<file path="config.mk">
export PLATFORM = sky130hd
export DESIGN_NAME = m10k_row_reader_flat
export DESIGN_NICKNAME = d
export VERILOG_FILES = /design/src/rtl/m10k_row_reader_pkg.sv /design/src/rtl/m10k_row_reader_if.sv /design/src/rtl/m10k_row_reader_fifo.sv /design/src/rtl/m10k_row_reader.sv /design/src/flat_wrapper.sv
export SDC_FILE = /design/constraint.sdc
export NUM_CORES = 1
export LEC_CHECK = 0
export ABC_AREA = 1
export BUFFER_PORTS_ARGS = -buffer_cell sky130_fd_sc_hd__buf_4
export CAP_MARGIN = 25
export CELL_PAD_IN_SITES_DETAIL_PLACEMENT = 0
export CELL_PAD_IN_SITES_GLOBAL_PLACEMENT = 1
export CORE_MARGIN = 8
export CORE_UTILIZATION = 40
export DETAILED_ROUTE_END_ITERATION = 6
export MAX_ROUTING_LAYER = met4
export PLACE_DENSITY = 0.68
export SYNTH_ARGS = -nofsm -noshare
export SYNTH_HDL_FRONTEND = slang
export SYNTH_SLANG_ARGS = --single-unit
export TNS_END_PERCENT = 20
</file>
<file path="constraint.sdc">
create_clock -name clk -period 11.2 [get_ports clk]
set_input_delay 2.24 -clock clk [delete_from_list [all_inputs] [get_ports clk]]
set_output_delay 2.24 -clock clk [all_outputs]
set_load 0.02 [all_outputs]
</file>
<file path="src/rtl/m10k_row_reader_pkg.sv">
// m10k_pkg: shared state encoding and sizing helpers for the m10k port-B row reader.
package m10k_pkg;
    typedef enum logic [1:0] {IDLE = 2'd0, ISSUE = 2'd1, DRAIN = 2'd2} state_e;

    function automatic int calc_aw(input int depth);
        return depth > 1 ? $clog2(depth) : 1;
    endfunction

    function automatic int row_w(input int n_banks, input int w);
        return n_banks * w;
    endfunction

    function automatic bit fifo_depth_ok(input int fifo_depth, input int read_latency);
        return fifo_depth >= read_latency + 1;
    endfunction
endpackage

</file>
<file path="src/rtl/m10k_row_reader_if.sv">
// m10k_row_reader_if: bank port-B read bus plus the row output stream.
interface m10k_row_reader_if #(
    parameter int N_BANKS = 4,
    parameter int W       = 32,
    parameter int AW      = 4
);
    logic [N_BANKS-1:0]         b_en;
    logic [N_BANKS-1:0][AW-1:0] b_addr;
    logic [N_BANKS-1:0][W-1:0]  b_dout;
    logic                       m_valid;
    logic                       m_ready;
    logic [N_BANKS*W-1:0]       m_data;
    logic                       m_last;

    modport master (output b_en, b_addr, m_valid, m_data, m_last, input b_dout, m_ready);
    modport slave  (input b_en, b_addr, m_valid, m_data, m_last, output b_dout, m_ready);
endinterface

</file>
<file path="src/rtl/m10k_row_reader_fifo.sv">
// sync_fifo: show-ahead synchronous FIFO with occupancy count; push while full is accepted only alongside a pop.
module sync_fifo #(
    parameter int WIDTH = 8,
    parameter int DEPTH = 4,
    localparam int CW = $clog2(DEPTH + 1),
    localparam int PW = DEPTH > 1 ? $clog2(DEPTH) : 1
) (
    input  logic             clk,
    input  logic             rst,
    input  logic             push_i,
    input  logic [WIDTH-1:0] din_i,
    input  logic             pop_i,
    output logic [WIDTH-1:0] dout_o,
    output logic             empty_o,
    output logic [CW-1:0]    count_o
);
    logic [WIDTH-1:0] mem_q [DEPTH];
    logic [PW-1:0]    wr_q, rd_q;
    logic [CW-1:0]    cnt_q;
    logic             do_push, do_pop;

    assign do_pop  = pop_i && cnt_q != '0;
    assign do_push = push_i && (cnt_q != CW'(DEPTH) || do_pop);
    assign dout_o  = mem_q[rd_q];
    assign empty_o = cnt_q == '0;
    assign count_o = cnt_q;

    always_ff @(posedge clk) begin
        if (rst) begin
            wr_q  <= '0;
            rd_q  <= '0;
            cnt_q <= '0;
        end else begin
            if (do_push) begin
                mem_q[wr_q] <= din_i;
                wr_q        <= wr_q == PW'(DEPTH - 1) ? '0 : wr_q + 1'b1;
            end
            if (do_pop) rd_q <= rd_q == PW'(DEPTH - 1) ? '0 : rd_q + 1'b1;
            cnt_q <= cnt_q + CW'(do_push) - CW'(do_pop);
        end
    end
endmodule

</file>
<file path="src/rtl/m10k_row_reader.sv">
// m10k_row_reader: credit-limited lockstep reads of consecutive bank rows, latency absorbed by a row FIFO.
module m10k_row_reader
    import m10k_pkg::*;
#(
    parameter int N_BANKS        = 4,
    parameter int W              = 32,
    parameter int DEPTH_PER_BANK = 16,
    parameter int READ_LATENCY   = 3,
    parameter int FIFO_DEPTH     = 4,
    localparam int AW = calc_aw(DEPTH_PER_BANK),
    localparam int RW = row_w(N_BANKS, W)
) (
    input  logic          clk,
    input  logic          rst,
    input  logic          start,
    input  logic [AW-1:0] base_addr,
    input  logic [AW:0]   len,
    output logic          busy,
    output logic          done,
    m10k_row_reader_if.master bus
);
    localparam int            CW      = $clog2(FIFO_DEPTH + 1);
    localparam logic [1:0]    S_IDLE  = IDLE;
    localparam logic [1:0]    S_ISSUE = ISSUE;
    localparam logic [1:0]    S_DRAIN = DRAIN;
    localparam logic [AW:0]   DMAX    = (AW + 1)'(DEPTH_PER_BANK);

    if (!fifo_depth_ok(FIFO_DEPTH, READ_LATENCY)) begin : g_bad_depth
        $error("FIFO_DEPTH must be at least READ_LATENCY+1");
    end

    logic [1:0]              state_q, state_d;
    logic [AW-1:0]           base_q, base_d;
    logic [AW:0]             len_q, len_d, issued_q, issued_d, len_c, addr_sum;
    logic                    done_q, done_d;
    logic [READ_LATENCY-1:0] vld_q, vld_d, lst_q, lst_d;
    logic                    issue, pop, credit, last_issue;
    logic [AW-1:0]           rd_addr;
    logic [CW-1:0]           fifo_cnt;
    logic                    fifo_empty;
    logic [RW:0]             fifo_dout;

    assign len_c = len > DMAX ? DMAX : len;

    always_comb begin
        pop        = bus.m_valid & bus.m_ready;
        // Rows already buffered plus rows still in the bank pipe must fit, counting the slot freed this cycle.
        credit     = int'(fifo_cnt) + $countones(vld_q) - int'(pop) < FIFO_DEPTH;
        issue      = state_q == S_ISSUE && credit;
        last_issue = issued_q + 1'b1 == len_q;
        addr_sum   = {1'b0, base_q} + issued_q;
        rd_addr    = AW'(addr_sum >= DMAX ? addr_sum - DMAX : addr_sum);
        vld_d      = (vld_q << 1) | READ_LATENCY'(issue);
        lst_d      = (lst_q << 1) | READ_LATENCY'(issue & last_issue);
        state_d    = state_q;
        base_d     = base_q;
        len_d      = len_q;
        issued_d   = issued_q;
        done_d     = 1'b0;
        if (state_q == S_IDLE && start) begin
            base_d   = base_addr;
            len_d    = len_c;
            issued_d = '0;
            state_d  = len_c == '0 ? S_IDLE : S_ISSUE;
            done_d   = len_c == '0;
        end
        if (issue) begin
            issued_d = issued_q + 1'b1;
            state_d  = last_issue ? S_DRAIN : state_q;
        end
        // Accepting the flagged row empties the FIFO and the pipe by construction.
        if (state_q == S_DRAIN && pop && bus.m_last) begin
            state_d = S_IDLE;
            done_d  = 1'b1;
        end
    end

    always_ff @(posedge clk) begin
        if (rst) begin
            state_q  <= S_IDLE;
            base_q   <= '0;
            len_q    <= '0;
            issued_q <= '0;
            done_q   <= 1'b0;
            vld_q    <= '0;
            lst_q    <= '0;
        end else begin
            state_q  <= state_d;
            base_q   <= base_d;
            len_q    <= len_d;
            issued_q <= issued_d;
            done_q   <= done_d;
            vld_q    <= vld_d;
            lst_q    <= lst_d;
        end
    end

    sync_fifo #(.WIDTH(RW + 1), .DEPTH(FIFO_DEPTH)) u_fifo (
        .clk    (clk),
        .rst    (rst),
        .push_i (vld_q[READ_LATENCY-1]),
        .din_i  ({bus.b_dout, lst_q[READ_LATENCY-1]}),
        .pop_i  (pop),
        .dout_o (fifo_dout),
        .empty_o(fifo_empty),
        .count_o(fifo_cnt)
    );

    assign bus.b_en    = {N_BANKS{issue}};
    assign bus.b_addr  = {N_BANKS{issue ? rd_addr : AW'(0)}};
    assign bus.m_valid = !fifo_empty;
    assign bus.m_data  = fifo_dout[RW:1];
    assign bus.m_last  = !fifo_empty && fifo_dout[0];
    assign busy        = state_q != S_IDLE;
    assign done        = done_q;
endmodule

</file>
<file path="src/flat_wrapper.sv">
// flat-port wrapper written by rule: the top's interface ports become plain ports
module m10k_row_reader_flat import m10k_pkg::*;
#(
    parameter int N_BANKS        = 4,
    parameter int W              = 32,
    parameter int DEPTH_PER_BANK = 16,
    parameter int READ_LATENCY   = 3,
    parameter int FIFO_DEPTH     = 4,
    localparam int AW = calc_aw(DEPTH_PER_BANK),
    localparam int RW = row_w(N_BANKS, W)
)
  (clk, rst, start, base_addr, len, busy, done, bus_b_en, bus_b_addr, bus_m_valid, bus_m_data, bus_m_last, bus_b_dout, bus_m_ready);
  m10k_row_reader_if #(.N_BANKS(N_BANKS), .W(W), .AW(AW)) bus_i ();
  input  logic clk;
  input  logic rst;
  input  logic start;
  input  logic [AW-1:0] base_addr;
  input  logic [AW:0] len;
  output logic busy;
  output logic done;
  output wire logic [$bits(bus_i.b_en)-1:0] bus_b_en;
  output wire logic [$bits(bus_i.b_addr)-1:0] bus_b_addr;
  output wire logic [$bits(bus_i.m_valid)-1:0] bus_m_valid;
  output wire logic [$bits(bus_i.m_data)-1:0] bus_m_data;
  output wire logic [$bits(bus_i.m_last)-1:0] bus_m_last;
  input wire logic [$bits(bus_i.b_dout)-1:0] bus_b_dout;
  input wire logic [$bits(bus_i.m_ready)-1:0] bus_m_ready;
  assign bus_b_en = bus_i.b_en;
  assign bus_b_addr = bus_i.b_addr;
  assign bus_m_valid = bus_i.m_valid;
  assign bus_m_data = bus_i.m_data;
  assign bus_m_last = bus_i.m_last;
  assign bus_i.b_dout = bus_b_dout;
  assign bus_i.m_ready = bus_m_ready;
  m10k_row_reader #(.N_BANKS(N_BANKS), .W(W), .DEPTH_PER_BANK(DEPTH_PER_BANK), .READ_LATENCY(READ_LATENCY), .FIFO_DEPTH(FIFO_DEPTH)) u_core (.clk(clk), .rst(rst), .start(start), .base_addr(base_addr), .len(len), .busy(busy), .done(done), .bus(bus_i));
endmodule
</file>
# Word level (Yosys, flattened, before mapping)
# Memory sizes are Yosys's and may differ from the RTL's. A register that Yosys moved wholly into a read port is not among the register bits.
# Cells that the tools add are included.
# op_classes
n_addsub	11
magnitude_cmp	3
n_eq_ne	7
muxes	18
bitwise	4
n_reduce_logical	17
# ops
cell	n
adder 32 x 1 -> 32 bit	1
adder 4 x 32 -> 32 bit	1
< comparator 32 x 4 -> 1 bit (second input constant)	1
subtractor 32 x 2 -> 32 bit	1
two-way mux 5 bit	3
two-way mux 2 bit	7
two-way mux 4 bit	2
logical AND 1 bit	7
equality test 2 bit (second input constant)	3
two-way mux 1 bit	6
adder 4 x 5 -> 5 bit	1
adder 5 x 1 -> 5 bit (second input constant)	1
equality test 5 bit	1
>= comparator 5 bit (second input constant)	1
> comparator 5 bit (second input constant)	1
logical NOT 5 bit	1
adder 2 x 1 -> 2 bit (second input constant)	2
nonzero test 2 bit	2
subtractor 4 x 1 -> 4 bit (second input constant)	1
adder 3 x 1 -> 3 bit	1
logical NOT 3 bit	1
inequality test 3 bit (second input constant)	1
OR 3 x 1 -> 3 bit	1
OR 3 bit	1
11 further kinds	12
# word_totals
register_bits	30
ramBits	516
word_cells	71
memories	1
# memory_table
memory	depth	width	read_ports	rd_ports_with_merged_regs	write_ports	line	rtl
u_core.u_fifo.mem_q	4	129	1	1	1	m10k_row_reader_fifo.sv:17	logic [WIDTH-1:0] mem_q [DEPTH];

# Logic depth before layout (Yosys ltp)
# logic_depth
depth_word	9
mapped_depth	20
ltp_nobuf	19

# Modules after synthesis
# A second synthesis with hierarchy kept.
# unflattened
cells_unflattened	1517
area_unflattened_um2	21041.4
# modules_own_cells
module	n_inst	cells_per_inst	area_per_inst_um2
sync_fifo	1	1316	19610.1
m10k_row_reader	1	201	1431.4

# Worst setup path after synthesis
# No wires, ideal clock.
# synth_timing
path_type	input -> register
start	input rst
end	memory u_core.u_fifo.mem_q[0][0] in the netlist's numbering (enable)
arrival_time_ps	7987
t_required_ps	10581
slack_ps	2595
stages	4
cell_sequence	clkbuf_1 -> inv_1 -> nand2_1 -> nor2_1
# synth_between
elab_chain_cells	2
# synth_rtl
item	line	rtl
from (decl)	flat_wrapper.sv:15	input logic rst;
two-way mux 1 bit	m10k_row_reader_fifo.sv:29	if (rst) begin
two-way mux 1 bit (implied by the code)	m10k_row_reader_fifo.sv:35	mem_q[wr_q] <= din_i;
to (decl)	m10k_row_reader_fifo.sv:17	
# No other way between the ends.

# Worst setup path in the final report
# layout_timing
start	input bus_m_ready
end	output bus_b_addr[7]
# layout_between
elab_chain_cells	5
# layout_rtl
item	line	rtl
from (decl)	flat_wrapper.sv:27	input wire logic [$bits(bus_i.m_ready)-1:0] bus_m_ready;
AND 1 bit	m10k_row_reader.sv:46	pop = bus.m_valid & bus.m_ready;
subtractor 32 x 2 -> 32 bit	m10k_row_reader.sv:48	credit = int'(fifo_cnt) + $countones(vld_q) - int'(pop) < FIFO_DEPTH;
< comparator 32 x 4 -> 1 bit	m10k_row_reader.sv:48	
logical AND 1 bit	m10k_row_reader.sv:49	issue = state_q == S_ISSUE && credit;
two-way mux 4 bit	m10k_row_reader.sv:110	assign bus.b_addr = {N_BANKS{issue ? rd_addr : AW'(0)}};
to (decl)	flat_wrapper.sv:22	output wire logic [$bits(bus_i.b_addr)-1:0] bus_b_addr;
# No other way between the ends.

==> flow_summary.ini <==
[clock_tree]
h-tree-depth = 2
clk_latency_ps = 610
ctsHoldBuffers = 0
cts_made_buffers = 56
clock_sinks = 548
cts_resized = 0
post_cts_buffers = 0
cts_tree = built
cts_buffer_depth = 3
path_clk_slew_ps = 60
clockRootBuffer = clkbuf_16

[floorplanning]
start_util = 0.4012
rows = 84
io_pins = 293
dieArea_um2 = 59860
core_area_um2 = 52130
die_w_um = 244.7
die_h_um = 244.7

[power_and_ir_drop]
p_per_area_nw_per_um2 = 229.6
vdd_ir_drop_max_mv = 0.1555
total_power_uw = 5831
p_leak_uw = 0.008897

[logic_synthesis]
yosys_most_used_dff = edfxtp_1
ys_seq_area_frac = 0.7714
syn_area_um2 = 20920
syn_area_per_cell_um2 = 13.87
yosysTopAreaCell = edfxtp_1
yosysUniqueCellTypes = 33
yosysWarnings = 0
syn_inst = 1508
synth_top_area_share = 0.7408
synth_area_leaders = edfxtp_1, o21ai_0, nor2_1
synthArstFlopShare = 0
synth_edf_count = 516
yosys_register_bits = 548
syn_nets = 1669

[timing]
slew_headroom = 0.3079
setup_violations = 0
hold_slack_ps = 402.1
rsz0062_at_grt = no
setup_ws_ps = 4224
fin_skew_ps = 17.94
final_max_slew_viol_count = 0
period_minus_slack_ps = 6976
max_freq_mhz = 143.3
finalHoldViolations = 0
worstMarginPinSlew_ps = 1038
finalCritPeriodShare = 0.6229
tns_ps = 0

[placed_design]
place_ws_ps = 4202
hpwl_um = 28270
place_congestion = 0.7568
io_buffers = 292

[route]
post-route-drc-count = 0
wl_met2_um = 24230
vias = 12740
routed_wl_um = 49930
drtIter0Drc = 874
met3_length_um = 3678
ant_nets = 0
top_layer_used = met4
wl_per_cell_um = 19.93
firstDrtPassIters = 4
vias_per_cell = 5.083
detail_route.wirelength.met1_um = 21220

[final_layout]
utilization = 0.4872
layout_commonest_cell = edfxtp_1
area_growth_syn_to_layout_pct = 21.43
final_cell_mix = edfxtp_1, buf_4, nor2_1
drive_gt1_frac = 0.2227
nNetsFinal = 1931

[worst_setup_path]
start_kind = input port
crit_required_ps = 8960
cp_max_fo = 12
cp_slowest_cell = nor2_1
cp.depth = 19
crit_path_end_kind = primary output
path_class = in -> out
worstPathCellList = buf_4 > inv_1 > nor2_1 > ha_1 > inv_1 > ha_1 > nand2_1 > nand2_2 > nand2_2 > nand2_2 > a21oi_1 > ha_1 > nand2_1 > inv_1 > nand3_2 > nand2_2 > nand2_2 > nor2_1 > buf_4
crit_top_cell = nand2_2
critPathTopFamily = simple AND/OR/NAND/NOR gates
path_buf_inv = 5
slowest_delay_ps = 310
critPathArrivalTime_ps = 4740
r2r_cells = 8

[global_routing]
grt_antenna_before_repair = 4
track_usage = 0.1658
grt_pass1_vias = 12820
overflow = 0
grt_max_degree = 108
grt_pass1_wl_um = 75290

[hold_path]
hold_path.class = reg -> reg
hold-path-cell-count = 2

[run]
maxCapViolCount = 0

[status]
status = complete, no violations
-- report_power, final --
group          total (µW)  internal [µW]  switching (µW)
combinational        1770            624            1150
sequential           2320           2270            46.1
clock                1740            987             754
total                5830           3880            1950
-- worst paths after layout --
check | slack (ps) | end | startpoint
hold reg to reg | 400 | u_core.lst_q[2] | u_core.lst_q[1]
hold / removal | 400 | u_core.lst_q[2] | u_core.lst_q[1]
setup reg to reg | 8050 | u_core.u_fifo.mem_q[1][102] | u_core.u_fifo.count_o[2]
setup / recovery | 4220 | bus_b_addr[7] | bus_m_ready
-- area by class of cell --
class | instances | area (µm²)
fillers | 4618 | 26730
flip-flops and latches | 548 | 16140
multi-input cells | 805 | 4066
repair buffers | 309 | 2417
clock buffers | 70 | 1454
well taps | 688 | 860.8
clock inverters | 32 | 250.2
inverters | 50 | 197.7
diodes | 4 | 10.01
-- kinds of logic after synthesis --
family,synth area share
AO/OA/AOI/OAI,0.1102
XOR/XNOR,0.002931
adder cells (fa/ha/maj),0.01268
buffers and inverters,0.03559
flip-flops,0.7714
AND/OR/NAND/NOR,0.06718
-- sequential cells by signal, summed over array words and instances (netlist names), named ones only --
signal and count:
u_core.u_fifo.mem_q 516, u_core.issued_q 5, u_core.len_q 5, u_core.base_q 4, u_core.lst_q 3, u_core.u_fifo.count_o 3, u_core.vld_q 3, u_core.state_q 2
u_core.u_fifo.rd_q 2, u_core.u_fifo.wr_q 2, u_core.done 1
-- worst register-to-register path: stages (launching register included) --
cell	delay, ps
dfxtp_1	320
inv_1	150
nor2_1	90
inv_1	70
o31ai_2	100
inv_1	110
nand2_1	230
nor2_4	780
buf_4	890
-- synthesized netlist by cell type (3+ instances only) --
master    number
nand2_2        6
dfxtp_1       32
o21ai_0      269
clkbuf_1      43
o22ai_1      128
edfxtp_1     516
a21oi_1       17
nand3_1       15
xor2_1         4
inv_1         49
xnor2_1        3
nor2_1       293
nand2_1       30
clkbuf_2       8
buf_2         29
ha_1          18
buf_6          6
buf_4         19
nor3_1         3
-- per-layer routing --
layer,track usage,vias up
li1,-,6087
met1,0.2027,6305
met2,0.2700,287
met3,0.04728,60
met4,0.04364,0
met5,-,-
-- through the flow --
stage,std cells,area [µm²]
2_1_floorplan,1508,20920
3_3_place_gp,2396,23580
3_5_place_dp,2398,23640
4_1_cts,2500,25340
5_1_grt,2506,25400
6_report,2506,25400
Note: power is estimated with default switching activity, not from simulation.
